<file path="config.mk">
export PLATFORM = sky130hd
export DESIGN_NAME = alu_unit
export DESIGN_NICKNAME = d
export VERILOG_FILES = /design/src/rtl/alu_pkg.sv /design/src/rtl/alu_mul_seq.sv /design/src/rtl/alu_unit.sv
export SDC_FILE = /design/constraint.sdc
export NUM_CORES = 1
export LEC_CHECK = 0
export CORE_ASPECT_RATIO = 1.5
export CORE_MARGIN = 2
export CORE_UTILIZATION = 56
export DETAILED_ROUTE_END_ITERATION = 8
export PLACE_DENSITY_LB_ADDON = 0.12
export SETUP_SLACK_MARGIN = 0.05
export SYNTH_ARGS = -nofsm -noshare
export SYNTH_HDL_FRONTEND = slang
export SYNTH_SLANG_ARGS = --single-unit
</file>
<file path="constraint.sdc">
create_clock -name ck -period 3.2 [get_ports ck]
set_input_delay 0.32 -clock ck [delete_from_list [all_inputs] [get_ports ck]]
set_output_delay 0.32 -clock ck [all_outputs]
set_load 0.02 [all_outputs]
</file>
<file path="src/rtl/alu_pkg.sv">
`default_nettype none
// ============================================================================
//  Module      : alu_pkg
//  Description : Shared widths, opcode constants, FSM state encodings and a
//                small helper for the alu_unit block.
//  Revision    : 1.0  initial release
// ============================================================================
package alu_pkg;

    localparam int DATA_W = 16;
    localparam int PROD_W = 2 * DATA_W;
    localparam int CNT_W  = 4;

    localparam logic [2:0] OP_ADD = 3'd0;
    localparam logic [2:0] OP_SUB = 3'd1;
    localparam logic [2:0] OP_AND = 3'd2;
    localparam logic [2:0] OP_OR  = 3'd3;
    localparam logic [2:0] OP_XOR = 3'd4;
    localparam logic [2:0] OP_SHL = 3'd5;
    localparam logic [2:0] OP_SHR = 3'd6;
    localparam logic [2:0] OP_MUL = 3'd7;

    typedef enum logic [1:0] {
        ST_IDLE = 2'd0,
        ST_EXEC = 2'd1,
        ST_MULT = 2'd2,
        ST_DONE = 2'd3
    } state_t;

    // Shift amount is the low nibble of the right operand; upper bits ignored.
    function automatic logic [3:0] shift_amount(input logic [DATA_W-1:0] r);
        return r[3:0];
    endfunction

endpackage
`default_nettype wire

</file>
<file path="src/rtl/alu_mul_seq.sv">
`default_nettype none
// ============================================================================
//  Module      : alu_mul_seq
//  Description : 16x16 unsigned shift-add multiplier, one partial product per
//                step, 16 steps counted by a 4-bit counter. o_done stays high
//                after the last step until the next load.
//  Revision    : 1.0  initial release
// ============================================================================
module alu_mul_seq
    import alu_pkg::*;
(
    input  logic              clk,
    input  logic              rst_n,
    input  logic              i_load,
    input  logic              i_step,
    input  logic [DATA_W-1:0] i_a,
    input  logic [DATA_W-1:0] i_b,
    output logic [PROD_W-1:0] o_product,
    output logic              o_done
);

    logic [PROD_W-1:0] acc_q,    acc_d;
    logic [PROD_W-1:0] mcand_q,  mcand_d;
    logic [DATA_W-1:0] mplier_q, mplier_d;
    logic [CNT_W-1:0]  cnt_q,    cnt_d;
    logic              done_q,   done_d;

    // Load operands, or accumulate one partial product per step.
    always_comb begin
        acc_d    = acc_q;
        mcand_d  = mcand_q;
        mplier_d = mplier_q;
        cnt_d    = cnt_q;
        done_d   = done_q;
        if (i_load) begin
            acc_d    = '0;
            mcand_d  = {{DATA_W{1'b0}}, i_a};
            mplier_d = i_b;
            cnt_d    = '0;
            done_d   = 1'b0;
        end else if (i_step && !done_q) begin
            if (mplier_q[0]) begin
                acc_d = acc_q + mcand_q;
            end
            mcand_d  = mcand_q << 1;
            mplier_d = mplier_q >> 1;
            cnt_d    = cnt_q + 4'd1;
            if (cnt_q == 4'd15) begin
                done_d = 1'b1;
            end
        end
    end

    // Multiplier state registers.
    always_ff @(posedge clk or negedge rst_n) begin
        if (!rst_n) begin
            acc_q    <= '0;
            mcand_q  <= '0;
            mplier_q <= '0;
            cnt_q    <= '0;
            done_q   <= 1'b0;
        end else begin
            acc_q    <= acc_d;
            mcand_q  <= mcand_d;
            mplier_q <= mplier_d;
            cnt_q    <= cnt_d;
            done_q   <= done_d;
        end
    end

    assign o_product = acc_q;
    assign o_done    = done_q;

endmodule
`default_nettype wire

</file>
<file path="src/rtl/alu_unit.sv">
`default_nettype none
// ============================================================================
//  Module      : alu_unit
//  Description : 16-bit ALU with registered result and flags. Single-cycle
//                ops complete one edge after START; MUL uses the sequential
//                multiplier and completes 17 edges after START.
//  Revision    : 1.0  initial release
// ============================================================================
module alu_unit
    import alu_pkg::*;
(
    input  logic              ck,
    input  logic              res,
    input  logic              START,
    input  logic [2:0]        OP,
    input  logic [DATA_W-1:0] L,
    input  logic [DATA_W-1:0] R,
    output logic [DATA_W-1:0] O,
    output logic              DONE,
    output logic              BUSY,
    output logic              ZF,
    output logic              NF,
    output logic              CF
);

    state_t            state_q, state_d;
    logic [DATA_W-1:0] l_q, l_d;
    logic [DATA_W-1:0] r_q, r_d;
    logic [2:0]        op_q, op_d;
    logic [DATA_W-1:0] o_q, o_d;
    logic              zf_q, zf_d;
    logic              nf_q, nf_d;
    logic              cf_q, cf_d;
    logic              done_q, done_d;

    logic              w_mul_load;
    logic              w_mul_step;
    logic              w_mul_done;
    logic [PROD_W-1:0] w_product;

    logic [DATA_W:0]   w_sum;
    logic [DATA_W-1:0] w_diff;
    logic [3:0]        w_amt;
    logic [DATA_W:0]   w_shl_ext;
    logic [DATA_W:0]   w_shr_ext;
    logic [DATA_W-1:0] w_res;
    logic              w_cf;

    alu_mul_seq u_mul (
        .clk       (ck),
        .rst_n     (res),
        .i_load    (w_mul_load),
        .i_step    (w_mul_step),
        .i_a       (L),
        .i_b       (R),
        .o_product (w_product),
        .o_done    (w_mul_done)
    );

    // Single-cycle datapath on the captured operands. The extra bit in the
    // shift vectors catches the last bit shifted out (0 for a zero shift).
    always_comb begin
        w_sum     = {1'b0, l_q} + {1'b0, r_q};
        w_diff    = l_q - r_q;
        w_amt     = shift_amount(r_q);
        w_shl_ext = {1'b0, l_q} << w_amt;
        w_shr_ext = {l_q, 1'b0} >> w_amt;
        w_res     = '0;
        w_cf      = 1'b0;
        case (op_q)
            OP_ADD: begin
                w_res = w_sum[DATA_W-1:0];
                w_cf  = w_sum[DATA_W];
            end
            OP_SUB: begin
                w_res = w_diff;
                w_cf  = (l_q < r_q);
            end
            OP_AND: w_res = l_q & r_q;
            OP_OR:  w_res = l_q | r_q;
            OP_XOR: w_res = l_q ^ r_q;
            OP_SHL: begin
                w_res = w_shl_ext[DATA_W-1:0];
                w_cf  = w_shl_ext[DATA_W];
            end
            OP_SHR: begin
                w_res = w_shr_ext[DATA_W:1];
                w_cf  = w_shr_ext[0];
            end
            default: begin
                w_res = '0;
                w_cf  = 1'b0;
            end
        endcase
    end

    // Next-state, operand capture and result/flag update.
    always_comb begin
        state_d    = state_q;
        l_d        = l_q;
        r_d        = r_q;
        op_d       = op_q;
        o_d        = o_q;
        zf_d       = zf_q;
        nf_d       = nf_q;
        cf_d       = cf_q;
        done_d     = 1'b0;
        w_mul_load = 1'b0;
        w_mul_step = 1'b0;
        case (state_q)
            ST_IDLE: begin
                if (START) begin
                    l_d  = L;
                    r_d  = R;
                    op_d = OP;
                    if (OP == OP_MUL) begin
                        w_mul_load = 1'b1;
                        state_d    = ST_MULT;
                    end else begin
                        state_d = ST_EXEC;
                    end
                end
            end
            ST_EXEC: begin
                o_d     = w_res;
                zf_d    = (w_res == '0);
                nf_d    = w_res[DATA_W-1];
                cf_d    = w_cf;
                done_d  = 1'b1;
                state_d = ST_DONE;
            end
            ST_MULT: begin
                if (w_mul_done) begin
                    o_d     = w_product[DATA_W-1:0];
                    zf_d    = (w_product[DATA_W-1:0] == '0);
                    nf_d    = w_product[DATA_W-1];
                    cf_d    = (w_product[PROD_W-1:DATA_W] != '0);
                    done_d  = 1'b1;
                    state_d = ST_DONE;
                end else begin
                    w_mul_step = 1'b1;
                end
            end
            ST_DONE: begin
                state_d = ST_IDLE;
            end
            default: begin
                state_d = ST_IDLE;
            end
        endcase
    end

    // Controller registers; reset abandons any operation in flight.
    always_ff @(posedge ck or negedge res) begin
        if (!res) begin
            state_q <= ST_IDLE;
            l_q     <= '0;
            r_q     <= '0;
            op_q    <= '0;
            o_q     <= '0;
            zf_q    <= 1'b0;
            nf_q    <= 1'b0;
            cf_q    <= 1'b0;
            done_q  <= 1'b0;
        end else begin
            state_q <= state_d;
            l_q     <= l_d;
            r_q     <= r_d;
            op_q    <= op_d;
            o_q     <= o_d;
            zf_q    <= zf_d;
            nf_q    <= nf_d;
            cf_q    <= cf_d;
            done_q  <= done_d;
        end
    end

    assign O    = o_q;
    assign ZF   = zf_q;
    assign NF   = nf_q;
    assign CF   = cf_q;
    assign DONE = done_q;
    assign BUSY = (state_q != ST_IDLE);

endmodule
`default_nettype wire

</file>
After elaboration in Yosys (flattened, before gate mapping)
Index checks and enable logic that the tools add are counted.
Word-level totals
  flip-flop bits (word level): 142
  logic and storage cells: 87
Operators by class
  $add $sub $neg: 4
  order comparisons: 1
  equal/unequal tests: 13
  shifts and indexed selects: 2
  multiplexer cells: 33
  bitwise logic cells: 3
  reductions and logical operators: 17
Operator list (number)
  two-way mux 32 bit: 5
  case mux 16 bit (7 select lines): 1
  two-way mux 16 bit: 3
  adder 32 bit: 1
  zero test 16 bit: 2
  case mux 16 bit (2 select lines): 1
  adder 16 x 16 -> 17 bit: 1
  << shifter 16 x 4 -> 17 bit: 1
  >> shifter 17 x 4 -> 17 bit: 1
  bitwise AND 16 bit: 1
  less-than comparator 16 bit: 1
  bitwise OR 16 bit: 1
  nonzero test 16 bit: 1
  subtractor 16 bit: 1
  bitwise XOR 16 bit: 1
  equality test 3 bit (second input constant): 4
  two-way mux 1 bit: 12
  AND reduction 2 bit: 5
  nonzero test 2 bit: 5
  two-way mux 4 bit: 2
  case mux 1 bit (2 select lines): 4
  case mux 2 bit (4 select lines): 1
  equality test 3 x 2 -> 1 bit (second input constant): 2
  two-way mux 2 bit: 3
  12 further kinds: 13

Depth between registers and ports, before layout
Gate-level depths: netlist of run 1.
  depth in word-level cells: 6
  depth in mapped cells: 15
  gate-level depth less buffers: 13

Cells and area by module
A second synthesis of run 1 with hierarchy kept.
Unflattened totals
  cell total of the unflattened synthesis: 1298
  area total of the unflattened synthesis: 11597.4 um^2
Modules (own cells, without submodules)
  alu_unit: times used 1, cells each 745, area an instance 6538.8 um^2
  alu_mul_seq: times used 1, cells each 553, area an instance 5058.6 um^2

Least setup slack after synthesis of run 1
OpenSTA, ideal clock, no wires.
  path type: register to register
  from: register r_q[2]
  to: register zf_q, in the netlist ZF
  arrival time: 3.185 ns
  setup slack: -0.077 ns
  stages on the path, launching flop included: 16
  path buffers: 4
  cell sequence: dfrtp_1 > clkbuf_8 > inv_1 > buf_6 > buf_2 > ha_1 > buf_4 > nand2b_1 > a21oi_2 > xor2_1 > o22ai_1 > or4_1 > or3_1 > nor3_2 > nand3_1 > o31ai_2
On the way
  longest elaborated chain between the ends: 4
  elaborated cells on any way between the ends: 10
  classes of those cells: 2 x add/sub; 2 x shift; 2 x mux; 3 x bitwise; 1 x reduce/logical
RTL lines
  start, declared: RTL line alu_unit.sv:28  | logic [DATA_W-1:0] r_q, r_d;
  start signal, assigned: RTL line alu_unit.sv:168  | r_q <= r_d;
  subtractor 16 bit, or another cell as far along: RTL line alu_unit.sv:64  | w_diff = l_q - r_q;
  case mux 16 bit (7 select lines) *: RTL line alu_unit.sv:70  | case (op_q)
  zero test 16 bit *: RTL line alu_unit.sv:126  | zf_d = (w_res == '0);
  case mux 1 bit (2 select lines) *: RTL line alu_unit.sv:110  | case (state_q)
  end signal, assigned: RTL line alu_unit.sv:171  | zf_q <= zf_d;
  end, declared: RTL line alu_unit.sv:31  | logic zf_q, zf_d;
Every way passes the cells marked *; elsewhere a longest branch is shown, timed or not.
A chain may end at the register's enable or synchronous reset.

Final worst setup path of run 1
  from: register r_q[0]
  to: register zf_q, in the netlist ZF
Same word-level chain as after synthesis.

==> results of run 1 <==
per-layer routing:
layer	vias to the layer above	part of all wire [%]
met5	-	0
met2	484	52
met4	0	8.5
li1	5203	-
met1	5462	35
met3	173	5.3
kinds of logic after synthesis:
kind of cell | count (synthesis) | synth area share, %
xor gates and xnor gates | 31 | 2.37
buffers and inverters | 156 | 6.22
adders and majority gates | 91 | 10.1
AOI/OAI and AO/OA | 399 | 22.8
and+or+nand+nor | 488 | 19.2
muxes | 74 | 8.48
DFF | 141 | 30.8
cells in the mapped netlist, drive strengths merged, types with 4 or more instances:
library cell / n
clkbuf: 60
nand3: 28
nor2: 112
and2: 6
a22oi: 15
a221oi: 6
buf: 30
and3: 12
or3: 15
xnor2: 16
inv: 66
a21o: 17
o22ai: 14
o21a: 6
o21ai: 97
a32oi: 4
nor2b: 11
or2: 4
o221a: 4
a21oi: 89
a211oi: 21
nor4: 12
mux2: 15
o221ai: 7
dfrtp: 141
mux4: 15
nor3: 27
or4: 4
nand2: 222
xor2: 15
mux2i: 44
nand4: 10
o41ai: 4
o2111ai: 4
o21bai: 9
a211o: 6
nand2b: 14
o211ai: 15
ha: 88
o31ai: 7
a31oi: 36
how the worst min path moves through the flow:
stage                     startpoint  slack (ns)               end  cells after the start
after detailed placement         res        0.41    u_mul.cnt_q[2]                      1
after floorplan                  res        0.02                CF                      0
final                            res        0.47  u_mul.mcand_q[3]                      2
after global routing            O[1]        0.51              O[1]                      2
after global placement           res        0.40    u_mul.cnt_q[2]                      1
after CTS                      R[10]        0.48           r_q[10]                      3
final cells by class:
type | count | area share (%)
Clock buffer | 21 | 3.51
Inverter | 66 | 1.84
Tap cell | 264 | 2.42
Clock inverter | 11 | 0.668
Sequential cell | 141 | 25.8
Multi-Input combinational cell | 1083 | 54.1
Timing Repair Buffer | 182 | 11.6
flip-flops by register name, summed over array words and instances (netlist names):
name and count:
u_mul.mcand_q 32, O 16, u_mul.mplier_q 16, DONE 1
u_mul.o_product 32, l_q 16, CF 1, u_mul.cnt_q 4
ZF 1, u_mul.o_done 1, r_q 16, op_q 3
state_q 2
report_power, final:
| group | switching, mW | leakage (nW) | internal [mW] |
|---|---|---|---|
| registers | 0.812 | 1.76 | 2.64 |
| clock network | 0.796 | 0.280 | 1.14 |
| logic | 7.59 | 4.08 | 5.54 |
| total | 9.20 | 6.12 | 9.33 |
per-stage QoR:
step / setup TNS (ns) / power [mW]
2_1_floorplan: 0 / 11.3
3_3_place_gp: 0 / 15.6
3_5_place_dp: 0 / 15.8
4_1_cts: 0 / 17.8
5_1_grt: -0.148 / 19.6
6_report: 0 / 18.5
what timing repair did:
action                                  CTS  global route
resized for setup                         1            30
hold endpoints to repair                 75             0
pin swaps                                 2            14
hold buffers                              1             0
endpoints found under the setup margin    2            14
setup buffers                             3             9
cell usage in the layout (no fill, tap or decap), types with 6 or more instances in the layout:
cell,n
sky130_fd_sc_hd__a21o_1,17
sky130_fd_sc_hd__nand4_1,10
sky130_fd_sc_hd__o22ai_1,13
sky130_fd_sc_hd__o31ai_1,6
sky130_fd_sc_hd__a211o_1,6
sky130_fd_sc_hd__mux2_2,8
sky130_fd_sc_hd__mux4_1,6
sky130_fd_sc_hd__nand2b_1,12
sky130_fd_sc_hd__o221ai_1,6
sky130_fd_sc_hd__nand3_1,28
sky130_fd_sc_hd__mux2i_1,42
sky130_fd_sc_hd__nor2_1,110
sky130_fd_sc_hd__dfrtp_1,140
sky130_fd_sc_hd__clkinv_2,6
sky130_fd_sc_hd__xnor2_1,16
sky130_fd_sc_hd__or3_1,13
sky130_fd_sc_hd__mux4_2,9
sky130_fd_sc_hd__a21oi_1,85
sky130_fd_sc_hd__nand2_1,222
sky130_fd_sc_hd__and2_1,6
sky130_fd_sc_hd__a211oi_1,18
sky130_fd_sc_hd__nor3_1,23
sky130_fd_sc_hd__inv_1,62
sky130_fd_sc_hd__nor2b_1,11
sky130_fd_sc_hd__and3_1,12
sky130_fd_sc_hd__o21a_1,6
sky130_fd_sc_hd__o211ai_1,15
sky130_fd_sc_hd__a22oi_1,15
sky130_fd_sc_hd__clkbuf_16,17
sky130_fd_sc_hd__mux2_1,6
sky130_fd_sc_hd__o21bai_1,8
sky130_fd_sc_hd__ha_1,84
sky130_fd_sc_hd__clkdlybuf4s50_1,57
sky130_fd_sc_hd__buf_4,116
sky130_fd_sc_hd__a31oi_1,36
sky130_fd_sc_hd__nor4_1,10
sky130_fd_sc_hd__xor2_1,15
sky130_fd_sc_hd__o21ai_0,92
==> report_table.html, run 1 <==
<table>
<tr><th>Metric</th><th>Value</th></tr>
<tr><th colspan="2">STA</th></tr>
<tr><td>Final critical-path share of the clock period</td><td>99.7%</td></tr>
<tr><td>Worst Clk Skew</td><td>about 0.0074 ns</td></tr>
<tr><td>Number of max-slew violations in the final report</td><td>0</td></tr>
<tr><td>RSZ-0062 raised after global routing</td><td>true</td></tr>
<tr><td>Final hold violations</td><td>0</td></tr>
<tr><td>Achievable Freq</td><td>between 0.3 and 0.4 GHz</td></tr>
<tr><td>Minimum setup slack in the final design</td><td>a little under 0.009 ns</td></tr>
<tr><td>Max transition margin</td><td>between 20% and 30%</td></tr>
<tr><td>Slew at the pin with the worst max-slew slack</td><td>1.16 ns</td></tr>
<tr><td>Final Hold Slack</td><td>around 0.47 ns</td></tr>
<tr><td>Final setup violation count</td><td>0</td></tr>
<tr><td>Minimum clock period</td><td>3.19 ns</td></tr>
<tr><th colspan="2">Place</th></tr>
<tr><td>Final weighted congestion in routability-driven placement</td><td>slightly above 1</td></tr>
<tr><td># port buffers</td><td>just under 60</td></tr>
<tr><td>Area of placed instances</td><td>about 13000 sq um</td></tr>
<tr><td>Total placed cells including tap cells</td><td>around 1700</td></tr>
<tr><td>Post-Place Worst Slack</td><td>between 0.03 and 0.04 ns</td></tr>
<tr><td>Total half-perimeter wirelength after legalization and detailed placement</td><td>between 30 and 40 mm</td></tr>
<tr><th colspan="2">GRT</th></tr>
<tr><td>Number of antenna violations at the first check in global routing</td><td>0</td></tr>
<tr><td>Number of global-route vias before repair</td><td>11200</td></tr>
<tr><td>Global-route met1 utilization</td><td>40.7%</td></tr>
<tr><td>Global-route usage over all layers</td><td>between 30% and 40%</td></tr>
<tr><td>GR Layer Usage met3</td><td>7.57%</td></tr>
<tr><td>Global-route wire length before repair</td><td>between 60 and 70 mm</td></tr>
<tr><td>Global Route met2 Usage</td><td>about 70%</td></tr>
<tr><td>GR Overflow Total</td><td>0</td></tr>
<tr><td>Largest net degree at the start of global routing</td><td>a little under 80</td></tr>
<tr><td>GRT busiest layer</td><td>met2</td></tr>
<tr><th colspan="2">Power</th></tr>
<tr><td>Static leakage</td><td>6.12 nW</td></tr>
<tr><td>Pwr/cell area</td><td>around 1400 nW/um^2</td></tr>
<tr><td>Highest ir drop seen on vdd</td><td>between 0.7 and 0.8 mV</td></tr>
<tr><th colspan="2">CTS</th></tr>
<tr><td>Clock Tree Root</td><td>sky130_fd_sc_hd__clkbuf_16</td></tr>
<tr><td>CTS tree</td><td>yes</td></tr>
<tr><td>Maximum buffer depth of the clock tree</td><td>2</td></tr>
<tr><td>Cts bufs inserted</td><td>17</td></tr>
<tr><td>Clock slew at reported path FFs</td><td>around 0.060 ns</td></tr>
<tr><td>Clock latency on the worst-skew pair</td><td>around 0.44 ns</td></tr>
<tr><td>H-Tree Depth</td><td>4</td></tr>
<tr><td>Clock Sinks</td><td>141</td></tr>
<tr><th colspan="2">Flow run</th></tr>
<tr><td>Max_cap viols</td><td>0</td></tr>
<tr><th colspan="2">Setup path</th></tr>
<tr><td>Internal reg-to-reg setup slack</td><td>about 0.0088 ns</td></tr>
<tr><td>Top cell by count, worst path</td><td>sky130_fd_sc_hd__a21oi_1</td></tr>
<tr><td>Data required, critical path</td><td>approximately 3.6 ns</td></tr>
<tr><td>End of the critical path</td><td>ZF</td></tr>
<tr><td>Arrival time of data at the critical path endpoint</td><td>3.54 ns</td></tr>
<tr><td>Critical register-to-register path endpoint</td><td>ZF</td></tr>
<tr><td>Slowest CP cell</td><td>sky130_fd_sc_hd__a2111oi_1</td></tr>
<tr><td>Sequence of cells on the critical path</td><td>buf_4 -&gt; buf_12 -&gt; inv_1 -&gt; buf_4 -&gt; and2_1 -&gt; a21oi_1 -&gt; a21oi_1 -&gt; o211ai_1 -&gt; a2111oi_1 -&gt; a21oi_1 -&gt; a211o_1 -&gt; o31ai_2</td></tr>
<tr><td>Classification of the worst setup path</td><td>flop to flop</td></tr>
<tr><td>Highest net fanout along the worst path</td><td>26</td></tr>
<tr><td>Worst setup SP type</td><td>flop</td></tr>
<tr><td>Worst Path Buf+Inv</td><td>4</td></tr>
<tr><td>Endpoint kind of the worst setup timing path</td><td>flop</td></tr>
<tr><td>Kind of cell adding the most delay to the critical path</td><td>compound AO/OA/AOI/OAI gates</td></tr>
<tr><td>CP Depth</td><td>12</td></tr>
<tr><td>Slowest cell delay on critical path</td><td>approximately 0.44 ns</td></tr>
<tr><td>Cell count of the worst reg-to-reg path</td><td>12</td></tr>
<tr><td>Worst setup path start</td><td>r_q[0]</td></tr>
<tr><td>Reg-to-reg critical path startpoint</td><td>r_q[0]</td></tr>
<tr><th colspan="2">Detailed routing</th></tr>
<tr><td>Via count</td><td>roughly 11000</td></tr>
<tr><td>Average vias per placed instance</td><td>around 6.4</td></tr>
<tr><td>Routed WL</td><td>42.1 mm</td></tr>
<tr><td>Residual DRC count</td><td>0</td></tr>
<tr><td>Routed wire per std cell</td><td>roughly 24 um</td></tr>
<tr><td>Antenna Nets Post-Route</td><td>0</td></tr>
<tr><td>Length of the first detailed-routing pass in iterations</td><td>5</td></tr>
<tr><td>Initial DRC Count</td><td>between 900 and 1000</td></tr>
<tr><th colspan="2">Cells and area</th></tr>
<tr><td>Final instance area</td><td>~14000 sq um</td></tr>
<tr><td># fillers</td><td>1750</td></tr>
<tr><td>Area used by multi-input combinational logic</td><td>about 7400 sq um</td></tr>
<tr><td>Post-layout instance count excluding filler cells</td><td>~1800</td></tr>
<tr><td>Number of nets in the finished design</td><td>1620</td></tr>
<tr><td>Share of the core filled with cells</td><td>around two thirds</td></tr>
<tr><td>N_diodes</td><td>0</td></tr>
<tr><td>Synthesis-to-finish area growth</td><td>19.2%</td></tr>
<tr><td>Ratio of cells with drive above 1 in the final layout</td><td>15.3%</td></tr>
<tr><td>Seq. cell area</td><td>~3500 sq um</td></tr>
<tr><th colspan="2">Synthesis</th></tr>
<tr><td>Top cell type by total area after synthesis</td><td>sky130_fd_sc_hd__dfrtp_1</td></tr>
<tr><td>Number of enable flip-flop cells after synthesis</td><td>0</td></tr>
<tr><td>Yosys warns</td><td>0</td></tr>
<tr><td>Top cell type's share of synthesized area</td><td>30.8%</td></tr>
<tr><td>Avg Cell Area, Syn</td><td>8.31 sq um</td></tr>
<tr><td>Nets in the synthesized netlist</td><td>approximately 1500</td></tr>
<tr><td>Total standard cell area after synthesis</td><td>roughly 11000 sq um</td></tr>
<tr><td>Fraction of the yosys area taken by sequential cells</td><td>30.8%</td></tr>
<tr><td>FFs w/ async S/R, synth</td><td>100%</td></tr>
<tr><td>Synth Register Bits</td><td>between 100 and 150</td></tr>
<tr><td>Biggest area contributors in the synthesized netlist</td><td>sky130_fd_sc_hd__dfrtp_1 (31%), sky130_fd_sc_hd__ha_1 (9.6%), sky130_fd_sc_hd__nand2_1 (7.3%)</td></tr>
<tr><td>Synth unique cells</td><td>89</td></tr>
<tr><td>Most instantiated flip-flop cell in the synthesis netlist</td><td>sky130_fd_sc_hd__dfrtp_1</td></tr>
<tr><td>Count of mapped cells out of synthesis</td><td>between 1000 and 1500</td></tr>
<tr><th colspan="2">Run status</th></tr>
<tr><td>Run status</td><td>complete, no violations</td></tr>
<tr><th colspan="2">Floorplanning</th></tr>
<tr><td>Ports</td><td>roughly 60</td></tr>
<tr><td>DIE HEIGHT</td><td>~180 um</td></tr>
<tr><td>Core outline area</td><td>a little over 20000 sq um</td></tr>
<tr><td>Effective utilization at floorplan</td><td>56.6%</td></tr>
<tr><td>Number of standard-cell rows in the floorplan</td><td>64</td></tr>
<tr><td>Die outline width</td><td>121 um</td></tr>
<tr><td>Total Die Area</td><td>about 22000 sq um</td></tr>
<tr><th colspan="2">Hold path</th></tr>
<tr><td>Worst hold-check path type</td><td>input port to asynchronous set/reset pin</td></tr>
</table>
Power figures use the tool's default switching activity.
==> run 2, diff against run 1 <==
--- a/config.mk
+++ b/config.mk
@@ -9,6 +9,7 @@
 export CORE_MARGIN = 2
 export CORE_UTILIZATION = 56
 export DETAILED_ROUTE_END_ITERATION = 8
+export HOLD_SLACK_MARGIN = 0.05
 export PLACE_DENSITY_LB_ADDON = 0.12
 export SETUP_SLACK_MARGIN = 0.05
 export SYNTH_ARGS = -nofsm -noshare
==> results of run 2 <==
Final layout, timing and power as in run 1 (identical DEF).
